==> src/rtl/se_drv_pkg.sv <==
// Shared types and defaults for the SE request driver: FSM encoding, command record, helpers.
package se_drv_pkg;

    localparam int unsigned DEF_DEPTH   = 4;
    localparam int unsigned DEF_DATA_W  = 128;
    localparam int unsigned DEF_INST_W  = 8;
    localparam int unsigned DEF_LAT_W   = 16;
    localparam int unsigned DEF_TIMEOUT = 1024;

    typedef logic [1:0] state_t;

    localparam state_t ST_IDLE   = 2'd0;
    localparam state_t ST_ISSUE  = 2'd1;
    localparam state_t ST_WAIT   = 2'd2;
    localparam state_t ST_REPORT = 2'd3;

    typedef struct packed {
        logic [DEF_INST_W-1:0] inst;
        logic [DEF_DATA_W-1:0] op1;
        logic [DEF_DATA_W-1:0] op2;
        logic [DEF_DATA_W-1:0] cond;
    } cmd_t;

    function automatic logic is_pow2(input int unsigned v);
        return (v != 0) && ((v & (v - 1)) == 0);
    endfunction

endpackage

==> src/rtl/se_request_driver_if.sv <==
// SE io_in/io_out link: the driver is the master, the SE core is the slave.
interface se_request_driver_if #(
    parameter int unsigned DATA_W = 128,
    parameter int unsigned INST_W = 8
) ();

    logic              io_in_valid;
    logic              io_in_ready;
    logic [INST_W-1:0] io_in_inst;
    logic [DATA_W-1:0] io_in_op1;
    logic [DATA_W-1:0] io_in_op2;
    logic [DATA_W-1:0] io_in_cond;
    logic              io_out_valid;
    logic              io_out_ready;
    logic [DATA_W-1:0] io_out_result;

    modport master (
        output io_in_valid, io_in_inst, io_in_op1, io_in_op2, io_in_cond, io_out_ready,
        input  io_in_ready, io_out_valid, io_out_result
    );

    modport slave (
        input  io_in_valid, io_in_inst, io_in_op1, io_in_op2, io_in_cond, io_out_ready,
        output io_in_ready, io_out_valid, io_out_result
    );

endinterface

==> src/rtl/se_drv_fifo.sv <==
// Synchronous command FIFO; o_can_push is a registered not-full flag (0 while in reset).
module se_drv_fifo
    import se_drv_pkg::*;
#(
    parameter int unsigned DEPTH = 4,
    parameter type         T     = cmd_t
) (
    input  logic i_clk,
    input  logic i_rst,
    input  logic i_push,
    input  T     i_data,
    input  logic i_pop,
    output T     o_head,
    output logic o_can_push,
    output logic o_empty
);

    localparam int unsigned PTR_W = $clog2(DEPTH);

    if (!is_pow2(DEPTH) || DEPTH < 2) begin : g_bad_depth
        $error("se_drv_fifo: DEPTH must be a power of two and >= 2");
    end

    T                 r_mem [DEPTH];
    logic [PTR_W-1:0] r_wr_ptr;
    logic [PTR_W-1:0] r_rd_ptr;
    logic [PTR_W:0]   r_count;
    logic [PTR_W:0]   w_count_next;
    logic             r_can_push;

    assign w_count_next = r_count + (PTR_W + 1)'(i_push) - (PTR_W + 1)'(i_pop);

    always_ff @(posedge i_clk) begin
        if (i_rst) begin
            r_wr_ptr   <= '0;
            r_rd_ptr   <= '0;
            r_count    <= '0;
            r_can_push <= 1'b0;
        end else begin
            // Pointers are PTR_W wide, so wrap mod DEPTH comes for free.
            if (i_push) r_wr_ptr <= r_wr_ptr + PTR_W'(1);
            if (i_pop)  r_rd_ptr <= r_rd_ptr + PTR_W'(1);
            r_count    <= w_count_next;
            r_can_push <= (w_count_next != (PTR_W + 1)'(DEPTH));
        end
    end

    always_ff @(posedge i_clk) begin
        if (i_push) r_mem[r_wr_ptr] <= i_data;
    end

    assign o_head     = r_mem[r_rd_ptr];
    assign o_can_push = r_can_push;
    assign o_empty    = (r_count == '0);

endmodule

==> src/rtl/se_request_driver.sv <==
// Request-side driver for one SE core: queues commands, issues them one at a time and reports
// each result with its accept-to-response latency or a timeout abort.
module se_request_driver
    import se_drv_pkg::*;
#(
    parameter int unsigned DEPTH   = DEF_DEPTH,
    parameter int unsigned DATA_W  = DEF_DATA_W,
    parameter int unsigned INST_W  = DEF_INST_W,
    parameter int unsigned LAT_W   = DEF_LAT_W,
    parameter int unsigned TIMEOUT = DEF_TIMEOUT
) (
    input  logic                i_clk,
    input  logic                i_rst,
    input  logic                i_cmd_valid,
    output logic                o_cmd_ready,
    input  logic [INST_W-1:0]   i_cmd_inst,
    input  logic [DATA_W-1:0]   i_cmd_op1,
    input  logic [DATA_W-1:0]   i_cmd_op2,
    input  logic [DATA_W-1:0]   i_cmd_cond,
    se_request_driver_if.master se,
    output logic                o_rpt_valid,
    input  logic                i_rpt_ready,
    output logic [DATA_W-1:0]   o_rpt_result,
    output logic [LAT_W-1:0]    o_rpt_latency,
    output logic                o_rpt_timeout,
    output logic                o_err_stray
);

    if (TIMEOUT == 0 || TIMEOUT >= (64'd1 << LAT_W)) begin : g_bad_timeout
        $error("se_request_driver: TIMEOUT must be in 1 .. 2**LAT_W-1");
    end

    typedef struct packed {
        logic [INST_W-1:0] inst;
        logic [DATA_W-1:0] op1;
        logic [DATA_W-1:0] op2;
        logic [DATA_W-1:0] cond;
    } drv_cmd_t;

    localparam logic [LAT_W-1:0] TIMEOUT_L = LAT_W'(TIMEOUT);
    localparam logic [LAT_W-1:0] LAT_MAX   = '1;

    state_t            r_state;
    state_t            w_state_next;
    logic [LAT_W-1:0]  r_lat_cnt;
    logic [DATA_W-1:0] r_rpt_result;
    logic [LAT_W-1:0]  r_rpt_latency;
    logic              r_rpt_timeout;
    logic              r_err_stray;

    drv_cmd_t w_cmd_in;
    drv_cmd_t w_head;
    logic     w_can_push;
    logic     w_empty;
    logic     w_push;
    logic     w_pop;
    logic     w_issue;

    assign w_cmd_in = {i_cmd_inst, i_cmd_op1, i_cmd_op2, i_cmd_cond};
    assign w_push   = i_cmd_valid & w_can_push;
    assign w_issue  = (r_state == ST_ISSUE);
    assign w_pop    = w_issue & se.io_in_ready;

    se_drv_fifo #(
        .DEPTH (DEPTH),
        .T     (drv_cmd_t)
    ) u_fifo (
        .i_clk      (i_clk),
        .i_rst      (i_rst),
        .i_push     (w_push),
        .i_data     (w_cmd_in),
        .i_pop      (w_pop),
        .o_head     (w_head),
        .o_can_push (w_can_push),
        .o_empty    (w_empty)
    );

    always_comb begin
        w_state_next = r_state;
        case (r_state)
            ST_IDLE:   if (!w_empty) w_state_next = ST_ISSUE;
            ST_ISSUE:  if (se.io_in_ready) w_state_next = ST_WAIT;
            ST_WAIT:   if (se.io_out_valid || r_lat_cnt == TIMEOUT_L) w_state_next = ST_REPORT;
            ST_REPORT: if (i_rpt_ready) w_state_next = w_empty ? ST_IDLE : ST_ISSUE;
            default:   w_state_next = ST_IDLE;
        endcase
    end

    always_ff @(posedge i_clk) begin
        if (i_rst) begin
            r_state       <= ST_IDLE;
            r_lat_cnt     <= '0;
            r_rpt_result  <= '0;
            r_rpt_latency <= '0;
            r_rpt_timeout <= 1'b0;
            r_err_stray   <= 1'b0;
        end else begin
            r_state <= w_state_next;
            case (r_state)
                ST_ISSUE: if (se.io_in_ready) r_lat_cnt <= LAT_W'(1);
                ST_WAIT: begin
                    // A response arriving on the timeout cycle still counts as a response.
                    if (se.io_out_valid) begin
                        r_rpt_result  <= se.io_out_result;
                        r_rpt_latency <= r_lat_cnt;
                        r_rpt_timeout <= 1'b0;
                    end else if (r_lat_cnt == TIMEOUT_L) begin
                        r_rpt_result  <= '0;
                        r_rpt_latency <= TIMEOUT_L;
                        r_rpt_timeout <= 1'b1;
                    end else if (r_lat_cnt != LAT_MAX) begin
                        r_lat_cnt <= r_lat_cnt + LAT_W'(1);
                    end
                end
                default: ;
            endcase
            if (se.io_out_valid && r_state != ST_WAIT) r_err_stray <= 1'b1;
        end
    end

    // Payload is zeroed outside ISSUE so the FIFO's unreset storage never leaks out.
    assign se.io_in_valid  = w_issue;
    assign se.io_in_inst   = w_issue ? w_head.inst : '0;
    assign se.io_in_op1    = w_issue ? w_head.op1  : '0;
    assign se.io_in_op2    = w_issue ? w_head.op2  : '0;
    assign se.io_in_cond   = w_issue ? w_head.cond : '0;
    assign se.io_out_ready = (r_state == ST_WAIT);

    assign o_cmd_ready   = w_can_push;
    assign o_rpt_valid   = (r_state == ST_REPORT);
    assign o_rpt_result  = r_rpt_result;
    assign o_rpt_latency = r_rpt_latency;
    assign o_rpt_timeout = r_rpt_timeout;
    assign o_err_stray   = r_err_stray;

endmodule

==> src/flat_wrapper.sv <==
// flat-port wrapper written by rule: the top's interface ports become plain ports
module se_request_driver_flat import se_drv_pkg::*;
#(
    parameter int unsigned DEPTH   = DEF_DEPTH,
    parameter int unsigned DATA_W  = DEF_DATA_W,
    parameter int unsigned INST_W  = DEF_INST_W,
    parameter int unsigned LAT_W   = DEF_LAT_W,
    parameter int unsigned TIMEOUT = DEF_TIMEOUT
)
  (i_clk, i_rst, i_cmd_valid, o_cmd_ready, i_cmd_inst, i_cmd_op1, i_cmd_op2, i_cmd_cond, o_rpt_valid, i_rpt_ready, o_rpt_result, o_rpt_latency, o_rpt_timeout, o_err_stray, se_io_in_valid, se_io_in_inst, se_io_in_op1, se_io_in_op2, se_io_in_cond, se_io_out_ready, se_io_in_ready, se_io_out_valid, se_io_out_result);
  se_request_driver_if #(.DATA_W(DATA_W), .INST_W(INST_W)) se_i ();
  input  logic i_clk;
  input  logic i_rst;
  input  logic i_cmd_valid;
  output logic o_cmd_ready;
  input  logic [INST_W-1:0] i_cmd_inst;
  input  logic [DATA_W-1:0] i_cmd_op1;
  input  logic [DATA_W-1:0] i_cmd_op2;
  input  logic [DATA_W-1:0] i_cmd_cond;
  output logic o_rpt_valid;
  input  logic i_rpt_ready;
  output logic [DATA_W-1:0] o_rpt_result;
  output logic [LAT_W-1:0] o_rpt_latency;
  output logic o_rpt_timeout;
  output logic o_err_stray;
  output wire logic [$bits(se_i.io_in_valid)-1:0] se_io_in_valid;
  output wire logic [$bits(se_i.io_in_inst)-1:0] se_io_in_inst;
  output wire logic [$bits(se_i.io_in_op1)-1:0] se_io_in_op1;
  output wire logic [$bits(se_i.io_in_op2)-1:0] se_io_in_op2;
  output wire logic [$bits(se_i.io_in_cond)-1:0] se_io_in_cond;
  output wire logic [$bits(se_i.io_out_ready)-1:0] se_io_out_ready;
  input wire logic [$bits(se_i.io_in_ready)-1:0] se_io_in_ready;
  input wire logic [$bits(se_i.io_out_valid)-1:0] se_io_out_valid;
  input wire logic [$bits(se_i.io_out_result)-1:0] se_io_out_result;
  assign se_io_in_valid = se_i.io_in_valid;
  assign se_io_in_inst = se_i.io_in_inst;
  assign se_io_in_op1 = se_i.io_in_op1;
  assign se_io_in_op2 = se_i.io_in_op2;
  assign se_io_in_cond = se_i.io_in_cond;
  assign se_io_out_ready = se_i.io_out_ready;
  assign se_i.io_in_ready = se_io_in_ready;
  assign se_i.io_out_valid = se_io_out_valid;
  assign se_i.io_out_result = se_io_out_result;
  se_request_driver #(.DEPTH(DEPTH), .DATA_W(DATA_W), .INST_W(INST_W), .LAT_W(LAT_W), .TIMEOUT(TIMEOUT)) u_core (.i_clk(i_clk), .i_rst(i_rst), .i_cmd_valid(i_cmd_valid), .o_cmd_ready(o_cmd_ready), .i_cmd_inst(i_cmd_inst), .i_cmd_op1(i_cmd_op1), .i_cmd_op2(i_cmd_op2), .i_cmd_cond(i_cmd_cond), .se(se_i), .o_rpt_valid(o_rpt_valid), .i_rpt_ready(i_rpt_ready), .o_rpt_result(o_rpt_result), .o_rpt_latency(o_rpt_latency), .o_rpt_timeout(o_rpt_timeout), .o_err_stray(o_err_stray));
endmodule
==> config.mk <==
export PLATFORM = sky130hd
export DESIGN_NAME = se_request_driver_flat
export DESIGN_NICKNAME = d
export VERILOG_FILES = /design/src/rtl/se_drv_pkg.sv /design/src/rtl/se_request_driver_if.sv /design/src/rtl/se_drv_fifo.sv /design/src/rtl/se_request_driver.sv /design/src/flat_wrapper.sv
export SDC_FILE = /design/constraint.sdc
export NUM_CORES = 1
export LEC_CHECK = 0
export ABC_AREA = 1
export CORE_AREA = 2 2 417 419
export CTS_BUF_LIST = sky130_fd_sc_hd__clkbuf_16
export DETAILED_ROUTE_END_ITERATION = 6
export DIE_AREA = 0 0 419 421
export DONT_BUFFER_PORTS = 1
export GPL_TIMING_DRIVEN = 0
export PLACE_DENSITY = 0.56
export SYNTH_ARGS = -nofsm -noshare
export SYNTH_HDL_FRONTEND = slang
export SYNTH_HIERARCHICAL = 1
export SYNTH_SLANG_ARGS = --single-unit
export TNS_END_PERCENT = 50
==> constraint.sdc <==
create_clock -name i_clk -period 14.74 [get_ports i_clk]
set_clock_uncertainty 0.2 [all_clocks]
set_input_delay 2.948 -clock i_clk [delete_from_list [all_inputs] [get_ports i_clk]]
set_output_delay 2.948 -clock i_clk [all_outputs]
set_load 0.02 [all_outputs]
* Word level (Yosys, flattened, before mapping)
Memory sizes are Yosys's and may differ from the RTL's. A register that Yosys moved wholly into a read port is not among the register bits.
Index checks and enable logic that the tools add are counted.
** Operators by class
- Bitwise logic cells :: 2
- Reductions and logical operators :: 9
- Eq/ne operators :: 14
- Multiplexer cells :: 25
- Add/subtract/negate cells :: 5
** Operators by type and width (count)
- 128-bit two-way mux :: 5
- 16-bit two-way mux :: 6
- 16-bit one-hot mux with 2 select lines :: 1
- 16-bit by 1-bit adder with 16-bit output (second input constant) :: 1
- 16-bit by 11-bit == test with 1-bit output (second input constant) :: 1
- 16-bit inequality test (second input constant) :: 1
- 2-bit two-way mux :: 6
- 2-bit inequality test (second input constant) :: 5
- 8-bit two-way mux :: 1
- 2-bit one-hot mux with 4 select lines :: 1
- 2-bit by 1-bit inequality test with 1-bit output (second input constant) :: 3
- 1-bit two-way mux :: 5
- 5-bit AND reduction :: 1
- 2-bit by 1-bit adder with 2-bit output (second input constant) :: 2
- 2-bit == test (second input constant) :: 2
- 4-bit AND reduction :: 1
- 2-bit nonzero test :: 2
- 3-bit by 1-bit adder with 3-bit output :: 1
- 3-bit logical NOT :: 1
- 3-bit inequality test (second input constant) :: 1
- 3-bit by 1-bit subtractor with 3-bit output :: 1
- 1-bit bitwise AND :: 2
- 2-bit by 1-bit == test with 1-bit output (second input constant) :: 1
- 2-bit logical NOT :: 1
- other kinds (3) :: 3
** Storage, ports and cells
- Input port bits :: 526
- Register bits :: 172
- Memory bits (writable) :: 1568
- Memories kept :: 1
- Word-level logic and storage cells :: 66
** Memory list
- u_core.u_fifo.r_mem :: words 4, bits a word 392, rd ports 1, clocked after Yosys merged registers in 1, wr ports 1, RTL line se_drv_fifo.sv:24 : T r_mem [DEPTH];

* Longest topological paths before layout
- Depth after elaboration :: 5
- Mapped depth :: 15
- Depth with buffers taken out :: 13

* Hierarchy
The synthesis kept the hierarchy.
** By module, submodules not included
- se_drv_fifo :: area each 58299.7 um2, times used 1, cells each 3852, sequential area each 47285.4 um2
- se_request_driver :: area each 9516.6 um2, times used 1, cells each 1710, sequential area each 3283.1 um2

* Least setup slack after synthesis
No wires, ideal clock.
- Kind :: input-to-reg
- Start :: in i_cmd_valid
- End :: mem u_core/u_fifo/r_mem[0][0] (netlist name) (enable)
- Arrival time :: 10735 ps
- Cell stages on the path :: 4
- Path slack :: 3064 ps
- Data required time :: 13798 ps
- Path through :: nand2_1 -> inv_1 -> nand2_1 -> inv_1
** Between the ends
- Cells in the longest elaborated chain, start to end :: 3
** Ends and longest elaborated chain
- start: declaration :: RTL line flat_wrapper.sv:14 : input logic i_cmd_valid;
- 1-bit bitwise AND :: RTL line se_request_driver.sv:60 : assign w_push = i_cmd_valid & w_can_push;
- net u_core.w_push :: RTL line se_request_driver.sv:55 : logic w_push;
- 1-bit two-way mux :: RTL line se_drv_fifo.sv:49 : if (i_push) r_mem[r_wr_ptr] <= i_data;
- 1-bit two-way mux (not written as such) :: RTL line se_drv_fifo.sv:49
- end: declaration :: RTL line se_drv_fifo.sv:24
The timed path passes the listed nets, and every way through them passes these cells.

* Worst setup path after layout
- Start :: reg u_core.r_state[1]
- End :: out se_io_in_op1[64]
** Between the ends
- Cells in the longest elaborated chain, start to end :: 2
** Ends and longest elaborated chain
- start: declaration :: RTL line se_request_driver.sv:43 : state_t r_state;
- start signal: assignment :: RTL line se_request_driver.sv:98 : r_state <= w_state_next;
- 2-bit by 1-bit == test with 1-bit output :: RTL line se_request_driver.sv:61 : assign w_issue = (r_state == ST_ISSUE);
- net se_io_in_valid :: RTL line flat_wrapper.sv:26 : output wire logic [$bits(se_i.io_in_valid)-1:0] se_io_in_valid;
- 128-bit two-way mux :: RTL line se_request_driver.sv:124 : assign se.io_in_op1 = w_issue ? w_head.op1 : '0;
- end: declaration :: RTL line flat_wrapper.sv:28 : output wire logic [$bits(se_i.io_in_op1)-1:0] se_io_in_op1;
The timed path passes the listed nets, and every way through them passes these cells.

==> impl_results.md <==
* # setup viols final at 0
* Grt ovf at 0
* Seq/Total Area, Yosys at roughly three quarters
* Critical path required time at 11.59 ns
* Drt total wl at 214,000 µm
* CP Capture Type: output pin
* Hold Worst Slack at around 0.25 ns
* Fill count at approximately 16,000
* Worst skew pair latency at roughly 0.82 ns
* Core area at about 170,000 µm²
* Max IR drop VDD at between 0.0001 and 0.00015 V
* Wire length of the first global-routing pass at between 200,000 and 300,000 µm
* Routed vias at ~44,000
* CTS hold repair buffers at 0
* Die area at 176,000 µm²
* CTS tree: yes
* Largest net degree at the start of global routing at 103
* Distinct cell type count after synthesis at 28
* Slowest stage cell, crit path: clkbuf_1
* Die H at ~420 µm
* HPWL after DPL at 144,000 µm
* Pleak at between 20 and 30 nW
* Post-Syn Instances at approximately 5,600
* GP Congestion at roughly 0.87
* Crit-path max cell delay at around 0.90 ns
* Longest Clk Path Bufs at 3
* # placed instances at between 7,000 and 8,000
* Post-Syn Area at 67,800 µm²
* CP Buf/Inv Count at 5
* CP Cell Sequence: inv_1 -> ha_1 -> buf_2 -> clkbuf_1 -> clkbuf_1 -> nand2_1 -> inv_1
* Largest area contributor in the synthesized netlist: edfxtp_1
* Total power at approximately 13 mW
* Synth top area share at a little over two thirds
* Worst-path maximum fanout at 10
* Seq cells post-synth at about 1,700
* Max-Cap Viols at 0
* Drt drc at 0
* Syn_area_per_cell at 12.2 µm²
* Crit path launch: u_core/r_state[1]
* CP Class: reg2out
* Worst slew pin tran at ~1.3 ns
* Relative slew margins at 13.9%
* Worst setup SP type: register
* Num CTS Buffers at 182
* Final period util at between 40% and 50%
* Vias in the first global route at around 42,000
* Tmin final at between 7 and 8 ns
* WL/cell at around 26 µm
* Delay-heaviest family, CP: buffers and inverters
* Cts repair resizes at 0
* H-tree depth at 4
* Nets at around 6,300
* Initial antenna violation count at 19
* Chip Width at between 400 and 500 µm
* Iteration-0 DRC Markers at between 3,000 and 4,000
* CP arrival at roughly 4 ns
* Post-Layout Cell Count at just over 8,000
* Final Hold Viols at 0
* Ranking of synthesized cells by area: edfxtp_1, dfxtp_1, nor2_1
* Pwr/cell area at between 150 and 200 nW/µm²
* Tot GR Track Use at about a quarter
* Number of routed nets with antenna violations at 0
* Max Freq at between 100 and 150 MHz
* Pins over their slew limit at 0
* RSZ-0062 raised after global routing: no
* Syn_nets at about 6,100
* CTS Root Cell: clkbuf_16
* Initial core utilization at 39.3%
* Clk sinks at 1,742
* Area Overhead vs Synth at 13.4%
* Hold Startpoint: u_core/u_fifo/r_rd_ptr[1]
* Postcts setup bufs at 0
* Via density at around 5.3
* First drt pass iteration count at 5
* Sequential Area at roughly 50,000 µm²
* Reg2Reg Launch Point: u_core/r_state[1]
* Boundary Pins at about 1,100
* Port Buffers at 0
* Outcome: complete, no violations
* HP Class: reg2reg
* Synth Warn # at 6
* Area taken by multi-input logic gates at 13,700 µm²
* Share of cells above drive strength 1 at under 10%
* Worst-path clk slew at around 0.06 ns
* Std-Cell Rows at 153
==> placed cells by master (no fill, tap or decap), types with 107 or more instances in the layout <==
master | netlist | layout
nor2_1 | 843 | 843
nand2_1 | 763 | 763
o21ai_0 | 556 | 556
edfxtp_1 | 1568 | 1568
inv_1 | 440 | 477
a21oi_1 | 157 | 157
buf_2 | 107 | 107
o22ai_1 | 392 | 392
clkbuf_1 | 195 | 192
dfxtp_1 | 174 | 174
o21ai_1 | 238 | 238
clkbuf_16 | 0 | 183
==> power by group <==
part	total, mW	switching [mW]	internal (mW)
Clock	4.32	1.91	2.41
Sequential	6.01	0.184	5.83
Combinational	2.70	2.13	0.568
==> registers in the layout, indices dropped and copies added (netlist names), 2 cells and up, named ones only <==
signal	cells
u_core/u_fifo/r_mem	1568
u_core/u_fifo/r_wr_ptr	2
u_core/o_rpt_result	128
u_core/u_fifo/r_count	3
u_core/o_rpt_latency	16
u_core/r_state	2
u_core/r_lat_cnt	16
u_core/u_fifo/r_rd_ptr	2
==> kinds of logic (layout without fill, tap and decap cells) <==
| family | after synthesis | in the layout | synth area share (%) |
|---|---|---|---|
| other cells | 0 | 30 | 0 |
| compound gates | 1347 | 1347 | 10.7 |
| simple gates | 1649 | 1649 | 9.22 |
| fa+ha+maj | 14 | 14 | 0.269 |
| buf+inv | 810 | 1155 | 5.24 |
| flops | 1742 | 1742 | 74.6 |
==> stage by stage <==
stage                     setup slack [ns]  setup TNS (ns)  utilization (%)  area, µm²
after floorplan                       3.06               0                -      67800
after global placement               -4.07        -5860.94             41.0      70700
after detailed placement              8.23               0             41.3      71200
after CTS                             7.33               0             44.5      76800
after global routing                  7.34               0             44.6      76900
final                                 7.56               0             44.6      76900
==> final timing paths <==
path | end | slack, ns | cells after the start
worst max-delay path | se_io_in_op1[64] | 7.56 | 7
worst min-delay path | register | 0.25 | 1
worst max register to register | u_core/u_fifo/o_can_push | 10.94 | 14
worst min register to register | register | 0.25 | 1
==> cells in the mapped netlist (all sizes together) <==
library cell  number
a221oi             1
clkinv             1
ha                13
nand2            766
nor3               2
edfxtp          1568
o22ai            392
nand3             35
clkbuf           195
a21oi            157
inv              453
nand4              3
dfxtp            174
fa                 1
o21bai             1
o21ai            794
nor2             843
a211oi             2
buf              161
==> area by class of cell <==
| type | instances | share of cell area, % |
|---|---|---|
| diodes | 30 | 0.0976 |
| clock inverters | 145 | 1.31 |
| repair buffers | 17 | 0.609 |
| well taps | 2325 | 3.78 |
| plain buffers | 356 | 2.40 |
| multi-input cells | 3010 | 17.8 |
| clock buffers | 183 | 5.96 |
| inverters | 454 | 2.27 |
| flip-flops and latches | 1742 | 65.8 |
==> per-layer routing <==
| layer | vias to the layer above | global-route usage (%) | share of wire [%] |
|---|---|---|---|
| li1 | 20000 | - | - |
| met1 | 21700 | 26.0 | 36 |
| met2 | 1833 | 39.4 | 50 |
| met3 | 407 | 6.75 | 8.4 |
| met4 | 0 | 14.3 | 6.2 |
| met5 | - | 0 | 0 |
(Power assumes the default switching activity.)
